## config.mk

```make
export PLATFORM = sky130hd
export DESIGN_NAME = dcm_prog_ctrl
export DESIGN_NICKNAME = d
export VERILOG_FILES = /design/src/rtl/dcm_prog_ctrl_pkg.sv /design/src/rtl/dcm_prog_ctrl_edge_detector.sv /design/src/rtl/dcm_prog_ctrl.sv
export SDC_FILE = /design/constraint.sdc
export NUM_CORES = 1
export LEC_CHECK = 0
export ABC_AREA = 1
export CORE_MARGIN = 3
export CORE_UTILIZATION = 50
export CTS_BUF_LIST = sky130_fd_sc_hd__clkbuf_4 sky130_fd_sc_hd__clkbuf_8
export CTS_CLUSTER_SIZE = 14
export DETAILED_ROUTE_END_ITERATION = 10
export GPL_ROUTABILITY_DRIVEN = 0
export GPL_TIMING_DRIVEN = 0
export MAX_ROUTING_LAYER = met4
export PLACE_DENSITY = 0.71
export SETUP_SLACK_MARGIN = 0.1
export SLEW_MARGIN = 20
export SYNTH_ARGS = -nofsm -noshare
export SYNTH_HDL_FRONTEND = slang
export SYNTH_SLANG_ARGS = --single-unit
```

## constraint.sdc

```tcl
create_clock -name clk -period 2 [get_ports clk]
set_clock_uncertainty 0.1 [all_clocks]
set_input_delay 0.3 -clock clk [delete_from_list [all_inputs] [get_ports clk]]
set_output_delay 0.3 -clock clk [all_outputs]
set_load 0.01 [all_outputs]
```

## src/rtl/dcm_prog_ctrl_pkg.sv

```systemverilog
// Shared definitions for the dcm programming controller: FSM states, mode codes
// and the default timing values that the dcm block also uses.
package dcm_prog_ctrl_pkg;

  typedef enum logic [2:0] {
    ST_IDLE     = 3'd0,
    ST_EDIT     = 3'd1,
    ST_ISSUE    = 3'd2,
    ST_WAIT_ACK = 3'd3,
    ST_ERROR    = 3'd4
  } state_e;

  typedef enum logic [2:0] {
    MODE_0 = 3'd0,
    MODE_1 = 3'd1,
    MODE_2 = 3'd2,
    MODE_3 = 3'd3,
    MODE_4 = 3'd4,
    MODE_5 = 3'd5,
    MODE_6 = 3'd6,
    MODE_7 = 3'd7
  } mode_e;

  localparam int unsigned DEF_EDIT_TIMEOUT = 500_000_000;
  localparam int unsigned DEF_ACK_TIMEOUT  = 16;
  localparam int unsigned DEF_MAX_RETRY    = 3;

  // Modulo-8 step of the selection; wrap comes from the 3-bit width.
  function automatic logic [2:0] sel_step(input logic [2:0] cur, input logic up);
    return up ? cur + 3'd1 : cur - 3'd1;
  endfunction

endpackage

```

## src/rtl/dcm_prog_ctrl_edge_detector.sv

```systemverilog
// Rising-edge detector for a debounced, clk-synchronous button level.
// The pulse is registered, so it appears the cycle after the level rises.
module dcm_prog_ctrl_edge_detector (
  input  logic clk,
  input  logic rst,
  input  logic in,
  output logic rise
);

  logic level_q;

  always_ff @(posedge clk or negedge rst) begin
    if (!rst) begin
      level_q <= 1'b0;
      rise    <= 1'b0;
    end else begin
      level_q <= in;
      rise    <= in & ~level_q;
    end
  end

endmodule

```

## src/rtl/dcm_prog_ctrl.sv

```systemverilog
// Sequences clk_2 mode changes of the dcm: button editing, strobe issue,
// acknowledge watch with timeout/retry, and sticky error reporting.
//
// state       | meaning
// ST_IDLE     | showing active mode, waiting for up/down
// ST_EDIT     | user editing sel; inactivity timer running
// ST_ISSUE    | one-cycle dcm_update strobe with dcm_prog_in
// ST_WAIT_ACK | waiting for dcm_prog_out to match dcm_prog_in
// ST_ERROR    | retries exhausted; err held until apply
module dcm_prog_ctrl
  import dcm_prog_ctrl_pkg::*;
#(
  parameter int unsigned EDIT_TIMEOUT = DEF_EDIT_TIMEOUT,
  parameter int unsigned ACK_TIMEOUT  = DEF_ACK_TIMEOUT,
  parameter int unsigned MAX_RETRY    = DEF_MAX_RETRY,
  parameter logic [2:0]  DEFAULT_MODE = MODE_0
) (
  input  logic       clk,
  input  logic       rst,
  input  logic       btn_up,
  input  logic       btn_down,
  input  logic       btn_apply,
  input  logic [2:0] dcm_prog_out,
  output logic       dcm_update,
  output logic [2:0] dcm_prog_in,
  output logic [2:0] sel,
  output logic [2:0] active,
  output logic       busy,
  output logic       err
);

  localparam int ACK_W   = (ACK_TIMEOUT > 1) ? $clog2(ACK_TIMEOUT) : 1;
  // One extra count so retry_cnt can hold MAX_RETRY itself.
  localparam int RETRY_W = ($clog2(MAX_RETRY + 1) > 0) ? $clog2(MAX_RETRY + 1) : 1;
  localparam logic [ACK_W-1:0]   ACK_LAST  = ACK_W'(ACK_TIMEOUT - 1);
  localparam logic [RETRY_W-1:0] RETRY_MAX = RETRY_W'(MAX_RETRY);
  localparam logic [31:0]        EDIT_LAST = 32'(EDIT_TIMEOUT - 1);

  logic up_p, down_p, apply_p, step_p;

  state_e             state, state_d;
  logic [2:0]         sel_d, active_d, prog_in_d;
  logic               err_d, update_d;
  logic [31:0]        inact_cnt, inact_d;
  logic [ACK_W-1:0]   ack_cnt, ack_d;
  logic [RETRY_W-1:0] retry_cnt, retry_d;

  dcm_prog_ctrl_edge_detector u_ed_up    (.clk(clk), .rst(rst), .in(btn_up),    .rise(up_p));
  dcm_prog_ctrl_edge_detector u_ed_down  (.clk(clk), .rst(rst), .in(btn_down),  .rise(down_p));
  dcm_prog_ctrl_edge_detector u_ed_apply (.clk(clk), .rst(rst), .in(btn_apply), .rise(apply_p));

  // Simultaneous up and down cancel out.
  assign step_p = up_p ^ down_p;

  always_ff @(posedge clk or negedge rst) begin
    if (!rst) begin
      state       <= ST_IDLE;
      sel         <= DEFAULT_MODE;
      active      <= DEFAULT_MODE;
      dcm_prog_in <= DEFAULT_MODE;
      err         <= 1'b0;
      dcm_update  <= 1'b0;
      inact_cnt   <= '0;
      ack_cnt     <= '0;
      retry_cnt   <= '0;
    end else begin
      state       <= state_d;
      sel         <= sel_d;
      active      <= active_d;
      dcm_prog_in <= prog_in_d;
      err         <= err_d;
      dcm_update  <= update_d;
      inact_cnt   <= inact_d;
      ack_cnt     <= ack_d;
      retry_cnt   <= retry_d;
    end
  end

  always_comb begin
    state_d   = state;
    sel_d     = sel;
    active_d  = active;
    prog_in_d = dcm_prog_in;
    err_d     = err;
    inact_d   = inact_cnt;
    ack_d     = ack_cnt;
    retry_d   = retry_cnt;

    case (state)
      ST_IDLE: begin
        if (step_p) begin
          sel_d   = sel_step(sel, up_p);
          inact_d = '0;
          state_d = ST_EDIT;
        end
      end
      ST_EDIT: begin
        if (apply_p) begin
          if (sel == active) begin
            state_d = ST_IDLE;
          end else begin
            prog_in_d = sel;
            retry_d   = '0;
            state_d   = ST_ISSUE;
          end
        end else if (step_p) begin
          sel_d   = sel_step(sel, up_p);
          inact_d = '0;
        end else if (inact_cnt == EDIT_LAST) begin
          sel_d   = active;
          state_d = ST_IDLE;
        end else begin
          inact_d = inact_cnt + 32'd1;
        end
      end
      ST_ISSUE: begin
        ack_d   = '0;
        state_d = ST_WAIT_ACK;
      end
      ST_WAIT_ACK: begin
        if (dcm_prog_out == dcm_prog_in) begin
          active_d = dcm_prog_in;
          state_d  = ST_IDLE;
        end else if (ack_cnt == ACK_LAST) begin
          if (retry_cnt < RETRY_MAX) begin
            retry_d = retry_cnt + RETRY_W'(1);
            state_d = ST_ISSUE;
          end else begin
            err_d   = 1'b1;
            state_d = ST_ERROR;
          end
        end else begin
          ack_d = ack_cnt + ACK_W'(1);
        end
      end
      ST_ERROR: begin
        if (apply_p) begin
          err_d   = 1'b0;
          sel_d   = active;
          state_d = ST_IDLE;
        end
      end
      default: state_d = ST_IDLE;
    endcase

    // Strobe is registered alongside the state so it is high exactly while in ISSUE.
    update_d = (state_d == ST_ISSUE);
  end

  assign busy = (state == ST_ISSUE) || (state == ST_WAIT_ACK);

endmodule
```

==> results of run 1 <==
## sequential cells by signal (all words and copies together), names as in the netlist
register	flops
retry_cnt	2
active	3
sel	3
dcm_update	1
u_ed_down.level_q	1
dcm_prog_in	3
err	1
u_ed_apply.rise	1
inact_cnt	32
u_ed_up.rise	1
state	3
ack_cnt	4
u_ed_down.rise	1
u_ed_apply.level_q	1
u_ed_up.level_q	1
## final cells by class
cell class                 instances  area [µm²]  share of cell area, %
clock buffer                      10         138                   2.86
timing repair buffer              52         504                   10.5
sequential                        58        1470                   30.4
multi-input combinational        466        2250                   46.7
buffer                            11        93.8                   1.95
clock inverter                     6        41.3                  0.858
tap                               99         124                   2.57
inverter                          53         199                   4.13
## cells in the final DEF, fill, tap and decap left out, drive strengths merged, types with 3 or more instances in the layout
| master | synthesis | routed |
|---|---|---|
| buf | 8 | 37 |
| inv | 53 | 54 |
| clkinvlp | 0 | 3 |
| a21oi | 3 | 3 |
| nor2 | 103 | 103 |
| nand3 | 65 | 65 |
| nor4 | 3 | 3 |
| clkbuf | 3 | 17 |
| nand2 | 237 | 237 |
| ha | 3 | 3 |
| xor2 | 3 | 3 |
| dfrtp | 58 | 58 |
| nor3 | 3 | 3 |
| o21ai | 19 | 19 |
| clkdlybuf4s50 | 0 | 17 |
| o21bai | 3 | 3 |
| xnor2 | 8 | 8 |
| nand4 | 4 | 4 |
## synth_stat cells (4+ instances only)
library cell,count
xnor2_1,8
nand4_1,4
o21ai_0,18
dfrtp_1,58
nand3_1,62
inv_2,6
nand2_4,4
nor2_1,97
inv_1,47
nand2_1,230
## worst max-delay path by stage
stage / endpoint / slack, ps
6_report: inact_cnt[27]$_DFFE_PN0P_ / 150
5_1_grt: inact_cnt[27]$_DFFE_PN0P_ / 40
4_1_cts: busy / 110
3_5_place_dp: inact_cnt[3]$_DFFE_PN0P_ / -210
3_3_place_gp: u_ed_apply.level_q$_DFF_PN0_ / -1370
2_1_floorplan: inact_cnt[11]$_DFFE_PN0P_ / 170
## power breakdown
group / total (W) / internal, W / switching, W
Combinational: 0.00255 / 0.00114 / 0.00141
Clock: 0.000999 / 0.000482 / 0.000517
Sequential: 0.00152 / 0.00134 / 0.000179
Total: 0.00507 / 0.00296 / 0.00211
## repair_timing
action                     CTS  global route
buffers inserted             6            23
gates cloned                 0             2
setup endpoints to repair   36            42
gates resized for setup      7            53
hold buffers                 1             0
pin swaps                    3            19
hold endpoints to repair    18             0
## logic make-up (layout without fill, tap and decap cells)
| logic type | Yosys count | in the layout | synth area share, % |
|---|---|---|---|
| DFF | 58 | 58 | 37.6 |
| adders and majority gates | 4 | 4 | 1.49 |
| buffers and inverters | 64 | 132 | 6.97 |
| AOI/OAI and AO/OA | 31 | 31 | 4.90 |
| xor gates and xnor gates | 11 | 11 | 2.50 |
| and+or+nand+nor | 419 | 419 | 46.2 |
| muxes | 1 | 1 | 0.292 |
## routing by layer
metal	wire (µm)	global-route usage (%)	up-vias
met2	5130	42.3	165
met1	4470	30.4	1850
met5	0	-	-
met3	582	4.65	39
li1	-	-	1976
met4	411	13.2	0
## per-stage QoR
| step | TNS [ps] | area [µm²] |
|---|---|---|
| after floorplan | 0 | 3860 |
| after global placement | -84460 | 4170 |
| after detailed placement | -6000 | 4190 |
| after CTS | 0 | 4450 |
| after global routing | 0 | 4810 |
| final | 0 | 4810 |
## critical path, stage by stage (launching register included)
cell	delay [ps]
dfrtp_1	390
ha_4	150
nand2_2	70
nor2_4	140
nand2_4	90
nor2_4	110
nand3_2	120
nand2_4	140
nand2_8	90
nand2_8	130
buf_8	150
nand2_1	60
nand2_1	60
==> flow_summary.yaml, run 1 <==
grt:
  gr-total-overflow: 0
  grt_max_degree: 41
  grt_pass1_vias: 3851
  antenna_found_initial: 0
  grt.total_usage_pct: 25.8
  grt_pass1_wl_mm: 17.4
synth:
  synth_edf_count: 0
  synth_area_leaders: "dfrtp_1 38%, nand2_1 22%, nor2_1 9.4%, nand3_1 8.0%, inv_1 4.6%"
  synth_nets: 600
  syn-cell-area_um2: 3860
  async_flop_share_pct: 100
  syn_area_per_cell_um2: 6.56
  synth_top_cell_by_area: "dfrtp_1"
  synth_cell_types: 36
  synth-seq-cells: 58
  ys.flop_type: "dfrtp_1"
  yosysSeqAreaShare_pct: 37.6
  synthCells: 588
  netlist.area_leader.share_pct: 37.6
  ys_warn_count: 0
placement:
  dpl.hpwl_mm: 7.47
  port-buffer-count: 19
  pre_cts_ws_ps: -209
  placedCellCount: 707
clock_tree:
  tritoncts: "done"
  htree_levels: 3
  cts_inserted_buffers: 9
  clock_latency_ps: 350
  cts_root_buf: "clkbuf_8"
  clockBufferDepth: 2
  clk_pin_slew_ps: 80
  cts_num_sinks: 58
routing:
  vias: 4030
  viasPerCell: 5.34
  wl_mm: 10.6
  first_iter_violations: 307
  drc: 0
  wl_per_cell_um: 14.0
  drt_pass1_iterations: 5
  postRouteAntennaNets: 0
floorplan:
  core_area_um2: 7370
  die_area_um2: 8810
  io_pins: 20
  rows: 31
  die_x_um: 93.9
  dieHeight_um: 93.9
  initial_utilization_pct: 52.4
worst_setup_path:
  crit_path_max_fanout: 6
  cp-end-kind: "flop"
  path_class: "flop to flop"
  timing.rr.end: "inact_cnt[27]$_DFFE_PN0P_"
  regToRegSetupSlack_ps: 150
  r2r-start: "inact_cnt[1]$_DFFE_PN0P_"
  startpoint: "inact_cnt[1]$_DFFE_PN0P_"
  arrival_ps: 2030
  required_ps: 2180
  startpoint_type: "flop"
  r2r_cells: 12
timing:
  setup_slack_ps: 150
  max_freq_ghz: 0.541
  finalMaxSlewViolations: 0
  hold_viol: 0
  slew_headroom_pct: 66.7
  hold_ws_ps: 261
  tightest_slew_ps: 500
  finalSetupViolCount: 0
  period_needed_ps: 1850
  finalCritPeriodShare_pct: 92.5
  grt_setup_unrepaired: "yes"
final_layout:
  nets: 663
  antenna_cells: 0
  n_fill_cell: 660
  drive_gt1_share_pct: 18.8
  final_util_pct: 65.3
  instances_no_fill: 755
  syn2layout_area_growth_pct: 24.7
pwr:
  p_leak_nw: 2.22
  power_w: 0.00507
  max-vdd-ir-drop_mv: 0.847
  powerDensity_nw_per_um2: 1050
worst_hold_path:
  hp-class: "input port to async pin"
run_status:
  outcome: "finished, final reports clean"
run:
  maxCapViolations: 0
Note: power is estimated with default switching activity, not from simulation.
==> run 2: changes to the inputs <==
- CELL_PAD_IN_SITES_DETAIL_PLACEMENT: default -> 0
- CELL_PAD_IN_SITES_GLOBAL_PLACEMENT: default -> 2
- CORE_UTILIZATION: 50 -> 31
- PLACE_DENSITY: 0.71 -> 0.85
==> run 2 against run 1 <==
Net effect: sequential share of layout area is 1.4 points lower; cell area rose by 5.1%; fmax down 3.1%; global-route usage fell by 8.0 points; via count decreased by 2.9%; die area is 57% higher; clock power grew 45%; count of clock-buffer cells in the layout down 1; final cell count rose by 8.9%; largest cell class unchanged; highest routed layer unchanged.
==> flow_summary.yaml, run 2 (same netlist as run 1, synthesis figures left out) <==
final_layout:
  final_util_pct: 41.8
  layout_commonest_cell: "nand2_1"
  largest_reg_flops: 32
  n_fill_cell: 1290
  syn2layout_area_growth_pct: 31.1
  antenna_cells: 0
  final_cell_mix: "200 x nand2_1, 91 x nor2_1, 61 x nand3_1"
  nets: 662
  largest-register: "inact_cnt"
  drive_gt1_share_pct: 20.3
  final_area_um2: 5060
  largestRegisters: "inact_cnt: 32 flops, ack_cnt: 4 flops"
floorplan:
  io_pins: 20
  rows: 40
  dieHeight_um: 118
  die_area_um2: 13800
  die_x_um: 118
  initial_utilization_pct: 31.9
  core_area_um2: 12100
worst_setup_path:
  crit_path_end: "inact_cnt[24]$_DFFE_PN0P_"
  regToRegSetupSlack_ps: 90
  crit_path_max_fanout: 5
  cp-end-kind: "flop"
  crit_top_cell: "nand2_4"
  critPathBufInv: 2
  critPathTopFamily: "simple AND/OR/NAND/NOR gates"
  path_class: "flop to flop"
  r2r-start: "inact_cnt[0]$_DFFE_PN0P_"
  startpoint: "inact_cnt[0]$_DFFE_PN0P_"
  path_cells: "ha_4 -> nand2_4 -> nor2_4 -> nand2_4 -> nor2_4 -> nand3_2 -> nand2_4 -> buf_12 -> a21oi_4 -> buf_6 -> nand2_2 -> nand2_1"
  r2r_cells: 12
  cp_slowest_stage_delay_ps: 440
  arrival_ps: 2110
  startpoint_type: "flop"
  required_ps: 2200
  timing.rr.end: "inact_cnt[24]$_DFFE_PN0P_"
  slowest_stage: "dfrtp_2"
  critical_path_cell_count: 12
timing:
  finalCritPeriodShare_pct: 95.5
  period_needed_ps: 1910
  grt_setup_unrepaired: "yes"
  slew_headroom_pct: 66.4
  finalMaxSlewViolations: 0
  tightest_slew_ps: 504
  max_freq_ghz: 0.524
  finalSetupViolCount: 0
  hold_viol: 0
grt:
  gr-usage-met2_pct: 25.9
  grt.total_usage_pct: 17.8
  grt_use_met1_pct: 25.0
  gr-total-overflow: 0
  grt_pass1_wl_mm: 19.0
  grt_max_degree: 38
  top_usage_layer: "met2"
  antenna_found_initial: 0
  met3_usage_pct: 3.08
  grt_pass1_vias: 3688
clock_tree:
  clock_latency_ps: 370
  htree_levels: 3
  cts_inserted_buffers: 9
  tritoncts: "done"
  cts_root_buf: "clkbuf_8"
  clk_pin_slew_ps: 70
  clockBufferDepth: 2
  cts_num_sinks: 58
pwr:
  power_w: 0.00584
  powerDensity_nw_per_um2: 1150
  p_leak_nw: 2.31
  max-vdd-ir-drop_mv: 0.675
run_status:
  outcome: "finished, final reports clean"
worst_hold_path:
  hp-class: "input port to async pin"
routing:
  vias: 3913
  first_iter_violations: 261
  drt_pass1_iterations: 5
  wl_per_cell_um: 14.7
  postRouteAntennaNets: 0
  drc: 0
  viasPerCell: 4.76
  wl_mm: 12.1
placement:
  port-buffer-count: 19
  dpl_cell_area_um2: 4280
  dpl.hpwl_mm: 8.41
run:
  maxCapViolations: 0
-- run 2: final cells by class --
| class | instances | area, µm² | share of cell area (%) |
|---|---|---|---|
| clock buffers | 9 | 124 | 2.45 |
| well taps | 168 | 210 | 4.16 |
| plain buffers | 11 | 90.1 | 1.78 |
| repair buffers | 51 | 517 | 10.2 |
| multi-input cells | 466 | 2320 | 45.8 |
| clock inverters | 6 | 130 | 2.57 |
| flip-flops and latches | 58 | 1470 | 29.0 |
| inverters | 53 | 201 | 3.98 |
-- run 2: worst min-delay path by stage --
stage,startpoint,to,slack (ps),depth (start not counted)
after global placement,u_ed_up.level_q$_DFF_PN0_,u_ed_up.rise$_DFF_PN0_,280,1
after detailed placement,rst,ack_cnt[3]$_DFFE_PN0P_,130,1
after floorplan,rst,ack_cnt[0]$_DFFE_PN0P_,-100,0
after global routing,btn_down,u_ed_down.level_q$_DFF_PN0_,280,1
final,rst,ack_cnt[3]$_DFFE_PN0P_,280,2
after CTS,btn_down,u_ed_down.level_q$_DFF_PN0_,280,1
-- run 2: stage by stage --
stage / TNS [ps] / setup slack (ps) / hold WS [ps] / instances
3_3_place_gp: -98310 / -1560 / 282 / 775
3_5_place_dp: -7760 / -266 / 131 / 776
5_1_grt: 0 / 0.946 / 283 / 822
2_1_floorplan: 0 / 174 / -95.6 / 588
6_report: 0 / 90.9 / 276 / 822
4_1_cts: 0 / 103 / 285 / 809
-- run 2: routing by layer --
layer	vias up	part of all wire, %
li1	1978	-
met1	1835	50
met2	84	44
met3	16	4.8
met4	0	1.7
met5	-	0
-- run 2: timing repair --
action,CTS,global route
resized for setup,17,65
pin swaps,7,21
cloned,1,3
buffers inserted,16,10
setup endpoints to repair,37,41
hold buffers,1,0
hold endpoints to repair,21,0
-- run 2: power by group --
part	switching [W]	leakage (nW)	internal, W	total (W)
combinational	0.00160	1.43	0.00126	0.00287
clock	0.000512	0.129	0.000942	0.00145
sequential	0.000182	0.750	0.00134	0.00152
